===== src/rtl/matrix_loader_pkg.sv =====
// matrix_loader_pkg
// Shared definitions for the packed-matrix path between the HPS register
// interface and the det5 determinant unit: matrix geometry, the loader FSM
// state encoding and a helper that locates an element inside the packed bus.
package matrix_loader_pkg;

  localparam int DIM = 5;
  localparam int EW  = 8;
  localparam int NEL = DIM * DIM;
  localparam int MW  = NEL * EW;
  localparam int CW  = 5;

  typedef enum logic [1:0] {
    IDLE = 2'd0,
    LOAD = 2'd1,
    WAIT = 2'd2,
    DONE = 2'd3
  } load_state_t;

  // Element 0 occupies the top byte of the bus, so element k's MSB sits
  // k elements below the bus MSB.
  function automatic logic [7:0] elem_msb(input logic [CW-1:0] idx);
    return 8'(MW - 1 - int'(idx) * EW);
  endfunction

endpackage


===== src/rtl/matrix_loader_if.sv =====
// matrix_loader_if
// Host-facing handshakes of the matrix loader.
//   in_valid/in_ready/in_data        : element stream, one element per transfer
//   res_valid/res_ready/res_det/ovf  : captured determinant result
// master = host side (drives elements, consumes results)
// slave  = loader side
interface matrix_loader_if;
  import matrix_loader_pkg::*;

  logic          in_valid;
  logic          in_ready;
  logic [EW-1:0] in_data;
  logic          res_valid;
  logic          res_ready;
  logic [EW-1:0] res_det;
  logic          res_ovf;

  modport master (
    output in_valid, in_data, res_ready,
    input  in_ready, res_valid, res_det, res_ovf
  );

  modport slave (
    input  in_valid, in_data, res_ready,
    output in_ready, res_valid, res_det, res_ovf
  );

endinterface


===== src/rtl/matrix_loader.sv =====
// matrix_loader
// Producer side of the packed-matrix interface consumed by det5. Collects
// DIM*DIM signed elements row-major, presents them on mat_out with mat_valid
// for CALC_LAT cycles, then captures det_in/ovf_in into a result register
// offered to the host under a valid/ready handshake.
// Ports:
//   clk        rising-edge clock
//   rst        asynchronous active-low reset
//   clear      synchronous abort back to IDLE (wins over a same-cycle transfer)
//   host       element stream in, result stream out (slave modport)
//   mat_out    packed matrix, element k at [MW-1-k*EW -: EW]
//   mat_valid  mat_out complete and stable
//   det_in     determinant from det5
//   ovf_in     overflow flag from det5
//   busy       FSM is not in IDLE
module matrix_loader
  import matrix_loader_pkg::*;
#(
  parameter int CALC_LAT = 2
) (
  input  logic                 clk,
  input  logic                 rst,
  input  logic                 clear,
  matrix_loader_if.slave       host,
  output logic [MW-1:0]        mat_out,
  output logic                 mat_valid,
  input  logic [EW-1:0]        det_in,
  input  logic                 ovf_in,
  output logic                 busy
);

  localparam int WW = (CALC_LAT > 1) ? $clog2(CALC_LAT) : 1;

  load_state_t   state;
  logic [CW-1:0] count;
  logic [WW-1:0] wait_cnt;
  logic          in_ready_q;
  logic          res_valid_q;
  logic [EW-1:0] res_det_q;
  logic          res_ovf_q;
  logic          xfer;

  assign xfer           = host.in_valid & in_ready_q;
  assign host.in_ready  = in_ready_q;
  assign host.res_valid = res_valid_q;
  assign host.res_det   = res_det_q;
  assign host.res_ovf   = res_ovf_q;

  // Single FSM with registered handshake outputs. mat_out is written only on
  // element transfers and is deliberately left alone by clear and by the
  // return to IDLE, so the last matrix stays visible until overwritten.
  always_ff @(posedge clk or negedge rst) begin
    if (!rst) begin
      state       <= IDLE;
      count       <= '0;
      wait_cnt    <= '0;
      mat_out     <= '0;
      mat_valid   <= 1'b0;
      in_ready_q  <= 1'b1;
      res_valid_q <= 1'b0;
      res_det_q   <= '0;
      res_ovf_q   <= 1'b0;
      busy        <= 1'b0;
    end else if (clear) begin
      state       <= IDLE;
      count       <= '0;
      wait_cnt    <= '0;
      mat_valid   <= 1'b0;
      in_ready_q  <= 1'b1;
      res_valid_q <= 1'b0;
      busy        <= 1'b0;
    end else begin
      case (state)
        IDLE: begin
          if (xfer) begin
            mat_out[MW-1 -: EW] <= host.in_data;
            count               <= CW'(1);
            state               <= LOAD;
            busy                <= 1'b1;
          end
        end
        LOAD: begin
          if (xfer) begin
            mat_out[elem_msb(count) -: EW] <= host.in_data;
            if (count == CW'(NEL - 1)) begin
              state      <= WAIT;
              wait_cnt   <= '0;
              in_ready_q <= 1'b0;
              mat_valid  <= 1'b1;
            end else begin
              count <= count + CW'(1);
            end
          end
        end
        WAIT: begin
          // The result is sampled at the end of the last WAIT cycle, after
          // det5 has seen a stable matrix for CALC_LAT cycles.
          if (wait_cnt == WW'(CALC_LAT - 1)) begin
            res_det_q   <= det_in;
            res_ovf_q   <= ovf_in;
            res_valid_q <= 1'b1;
            mat_valid   <= 1'b0;
            state       <= DONE;
          end else begin
            wait_cnt <= wait_cnt + WW'(1);
          end
        end
        DONE: begin
          if (host.res_ready) begin
            res_valid_q <= 1'b0;
            in_ready_q  <= 1'b1;
            busy        <= 1'b0;
            count       <= '0;
            state       <= IDLE;
          end
        end
        default: begin
          state <= IDLE;
        end
      endcase
    end
  end

endmodule


===== src/flat_wrapper.sv =====
// flat-port wrapper written by rule: the top's interface ports become plain ports
module matrix_loader_flat import matrix_loader_pkg::*;
#(
  parameter int CALC_LAT = 2
)
  (clk, rst, clear, mat_out, mat_valid, det_in, ovf_in, busy, host_in_valid, host_in_data, host_res_ready, host_in_ready, host_res_valid, host_res_det, host_res_ovf);
  matrix_loader_if host_i ();
  input  logic clk;
  input  logic rst;
  input  logic clear;
  output logic [MW-1:0] mat_out;
  output logic mat_valid;
  input  logic [EW-1:0] det_in;
  input  logic ovf_in;
  output logic busy;
  input wire logic [$bits(host_i.in_valid)-1:0] host_in_valid;
  input wire logic [$bits(host_i.in_data)-1:0] host_in_data;
  input wire logic [$bits(host_i.res_ready)-1:0] host_res_ready;
  output wire logic [$bits(host_i.in_ready)-1:0] host_in_ready;
  output wire logic [$bits(host_i.res_valid)-1:0] host_res_valid;
  output wire logic [$bits(host_i.res_det)-1:0] host_res_det;
  output wire logic [$bits(host_i.res_ovf)-1:0] host_res_ovf;
  assign host_i.in_valid = host_in_valid;
  assign host_i.in_data = host_in_data;
  assign host_i.res_ready = host_res_ready;
  assign host_in_ready = host_i.in_ready;
  assign host_res_valid = host_i.res_valid;
  assign host_res_det = host_i.res_det;
  assign host_res_ovf = host_i.res_ovf;
  matrix_loader #(.CALC_LAT(CALC_LAT)) u_core (.clk(clk), .rst(rst), .clear(clear), .host(host_i), .mat_out(mat_out), .mat_valid(mat_valid), .det_in(det_in), .ovf_in(ovf_in), .busy(busy));
endmodule

===== config.mk =====
export PLATFORM = sky130hd
export DESIGN_NAME = matrix_loader_flat
export DESIGN_NICKNAME = d
export VERILOG_FILES = /design/src/rtl/matrix_loader_pkg.sv /design/src/rtl/matrix_loader_if.sv /design/src/rtl/matrix_loader.sv /design/src/flat_wrapper.sv
export SDC_FILE = /design/constraint.sdc
export NUM_CORES = 1
export LEC_CHECK = 0
export CAP_MARGIN = 20
export CORE_MARGIN = 2
export CORE_UTILIZATION = 44
export DETAILED_ROUTE_END_ITERATION = 6
export GPL_TIMING_DRIVEN = 0
export MAX_ROUTING_LAYER = met4
export PLACE_DENSITY = 0.76
export SLEW_MARGIN = 20
export SYNTH_ARGS = -nofsm -noshare
export SYNTH_HDL_FRONTEND = slang
export SYNTH_SLANG_ARGS = --single-unit

===== constraint.sdc =====
create_clock -name clk -period 6.9 [get_ports clk]
set_clock_uncertainty 0.05 [all_clocks]
set_input_delay 0.69 -clock clk [delete_from_list [all_inputs] [get_ports clk]]
set_output_delay 0.69 -clock clk [all_outputs]
set_load 0.005 [all_outputs]

==> impl_metrics.py <==
metrics = {
    "outcome": {
        "status": "completed",
    },
    "clock_network": {
        "cts_resized": 0,
        "cts_tree": "done",
        "root_buffer": "clkbuf_16",
        "clkTransAtPathRegs_ps": 60,
        "cts.sinks": 221,
        "clk_path_buf_depth": 3,
        "cts-buffers-inserted": 24,
        "cts_setup_buffers": 0,
        "h-tree-depth": 1,
        "clk_latency_ps": 520,
        "holdBufCountCts": 0,
    },
    "yosys": {
        "netlist_instances": 775,
        "ys_types": 51,
        "synth_flop_cell": "dfrtp_1",
        "synth_nets": 808,
        "synth-seq-cells": 221,
        "synth_area_leaders": "dfrtp_1 57%, mux2_2 18%, nor2_1 3.0%, mux2i_1 2.7%, nand2_1 2.6%",
        "yosys.area.top_type_share_pct": 57.33,
        "synth_top_area_cell": "dfrtp_1",
        "ys.warnings.count": 0,
        "synth_edf_count": 0,
        "synth_area_um2": 9603,
        "avgSynthCellArea_um2": 12.39,
        "yosysSeqAreaShare_pct": 57.60,
        "synthArstFlopShare_pct": 100.0,
    },
    "layout": {
        "drive_gt1_share_pct": 23.24,
        "finalNonFillerCells": 1334,
        "fillerInstances": 1764,
        "nNetsFinal": 1070,
        "area_growth_syn_to_layout_pct": 37.39,
        "diodes": 0,
        "utilization_pct": 61.02,
    },
    "worst_setup_path": {
        "critPathLaunch": "u_core.count[0]",
        "r2r-start": "u_core.count[0]",
        "start_kind": "flip-flop",
        "r2r_end": "u_core.mat_out[60]",
        "critical_path_class": "reg -> reg",
        "path_max_fanout": 10,
        "required_ps": 7240,
        "crit_arrival_ps": 3230,
        "slowest_delay_ps": 540,
        "crit_chain": "buf_6 -> inv_1 -> ha_1 -> buf_4 -> xor2_1 -> clkbuf_1 -> clkbuf_1 -> nor2_1 -> mux2_2",
        "slowest_stage": "clkbuf_1",
        "r2r_setup_slack_ps": 4020,
        "crit_top_cell": "clkbuf_1",
        "r2r_cells": 9,
        "crit_end": "u_core.mat_out[60]",
        "end_kind": "flip-flop",
    },
    "pwr": {
        "ir_drop_mv": 0.1940,
        "p_leak_nw": 6.156,
        "cellPowerDensity_nw_per_um2": 267.6,
    },
    "routing": {
        "drc": 0,
        "drt_iter0_drc": 321,
        "postRouteAntennaNets": 0,
        "firstDrtPassIters": 5,
        "wl_per_cell_um": 19.38,
        "via_count": 7043,
        "drt_wl_total_mm": 25.85,
        "viasPerCell": 5.280,
    },
    "floorplan": {
        "die_w_um": 151.7,
        "fp.dieH_um": 151.7,
        "die_area_um2": 23020,
        "core-area_um2": 21620,
        "rows": 54,
        "start_util_pct": 44.42,
        "ios": 235,
    },
    "global_routing": {
        "grt_max_degree": 99,
        "grt_pass1_vias": 7094,
        "grt.busiest_layer": "met2",
        "grt_antenna_before_repair": 0,
        "grt_use_met1_pct": 31.71,
        "met2_usage_pct": 35.52,
        "grtUsageTotal_pct": 23.04,
        "met3_usage_pct": 4.671,
        "grt_pass1_wl_mm": 39.86,
        "grt_overflow": 0,
    },
    "placed_design": {
        "port_buffers": 234,
        "place_congestion": 0.8789,
        "place_hpwl_mm": 18.45,
        "place_inst": 1291,
    },
    "timing": {
        "period_share_pct": 41.80,
        "worst_pin_slew_ps": 790.3,
        "slew_headroom_pct": 46.94,
        "hold_violations": 0,
        "rsz0062_at_grt": "no",
        "hold_slack_ps": 35.08,
        "fin_crit_ps": 2884,
        "slew_violations": 0,
        "fmax_mhz": 346.7,
        "finalSetupViolations": 0,
    },
    "flow_run": {
        "maxCapViolations": 0,
    },
    "worst_hold_path": {
        "hold_class": "in -> async",
    },
}
[registers in the layout, indices dropped and copies added (netlist names)]
| signal | flops |
|---|---|
| u_core.busy | 1 |
| u_core.count | 5 |
| u_core.host.in_ready | 1 |
| u_core.host.res_det | 8 |
| u_core.host.res_ovf | 1 |
| u_core.host.res_valid | 1 |
| u_core.mat_out | 200 |
| u_core.mat_valid | 1 |
| u_core.state | 2 |
| u_core.wait_cnt | 1 |
[stage by stage]
step	setup WS, ps	area (um2)	setup TNS, ps	power (mW)
after detailed placement	3696	12360	0	2.216
after CTS	3953	13190	0	3.560
after floorplan	4546	9603	0	1.865
final	4016	13190	0	3.531
after global routing	3816	13190	0	3.707
after global placement	-4305	12300	-943700	2.195
[synth_stat cells, drive strengths merged (4+ instances only)]
master	count
a211oi	4
a21oi	9
and2	6
and3	9
and4	5
buf	16
clkbuf	21
dfrtp	220
ha	11
inv	39
mux2	161
mux2i	26
nand2	67
nand3	18
nor2	78
nor2b	6
o21ai	30
o32ai	8
or2	4
[routing by layer]
layer / vias to the layer above / wire length (um) / part of all wire (%)
li1: 3203 / - / -
met1: 3576 / 11520 / 45
met2: 229 / 12160 / 47
met3: 35 / 1740 / 6.7
met4: 0 / 433 / 1.7
met5: - / 0 / 0
[kinds of logic after synthesis]
group	synth area share [%]
muxes	21.59
xor gates and xnor gates	0.3519
DFF	57.60
AOI/OAI and AO/OA	5.368
adders and majority gates	1.433
and+or+nand+nor	10.29
buffers and inverters	3.361
[final cells by class]
type | count | area (um2) | share of cell area [%]
buffer | 37 | 176.4 | 1.337
multi-input combinational | 478 | 3749 | 28.41
sequential | 221 | 5532 | 41.93
clock inverter | 11 | 147.6 | 1.119
timing repair buffer | 236 | 2402 | 18.21
clock buffer | 32 | 690.7 | 5.235
inverter | 39 | 146.4 | 1.110
tap | 280 | 350.3 | 2.655
[report_power, final]
| part | switching, mW | leakage [nW] | internal (mW) |
|---|---|---|---|
| sequential | 0.0444 | 2.93 | 1.37 |
| clock | 0.519 | 0.414 | 0.816 |
| combinational | 0.482 | 2.81 | 0.304 |
[worst max-delay path, delay by kind of cell (launching register included)]
family	cells	cell delay (ps)
buffers and inverters	5	1470
XOR/XNOR	1	190
adder cells (fa/ha/maj)	1	170
AND/OR/NAND/NOR	1	150
multiplexers	1	290
flip-flops	1	450
[worst min path at each step]
stage | to | depth (start not counted) | from
2_1_floorplan | u_core.busy | 0 | rst
3_3_place_gp | u_core.mat_out[87] | 2 | u_core.mat_out[87]
3_5_place_dp | u_core.mat_out[80] | 2 | u_core.mat_out[80]
4_1_cts | u_core.mat_out[75] | 1 | rst
5_1_grt | u_core.mat_out[136] | 1 | rst
6_report | u_core.mat_out[75] | 1 | rst
[cells in the final DEF (no fill, tap or decap), types with 6 or more instances in the layout]
| cell type | instances |
|---|---|
| clkdlybuf4s50_1 | 233 |
| dfrtp_1 | 220 |
| mux2_2 | 157 |
| nor2_1 | 78 |
| nand2_1 | 67 |
| inv_1 | 39 |
| o21ai_0 | 30 |
| mux2i_1 | 26 |
| clkbuf_16 | 24 |
| clkbuf_1 | 22 |
| nand3_2 | 16 |
| buf_2 | 11 |
| ha_1 | 11 |
| a21oi_1 | 9 |
| and3_1 | 9 |
| o32ai_1 | 8 |
| nor2b_1 | 6 |
| clkbuf_8 | 6 |
Note: power is estimated with default switching activity, not from simulation.
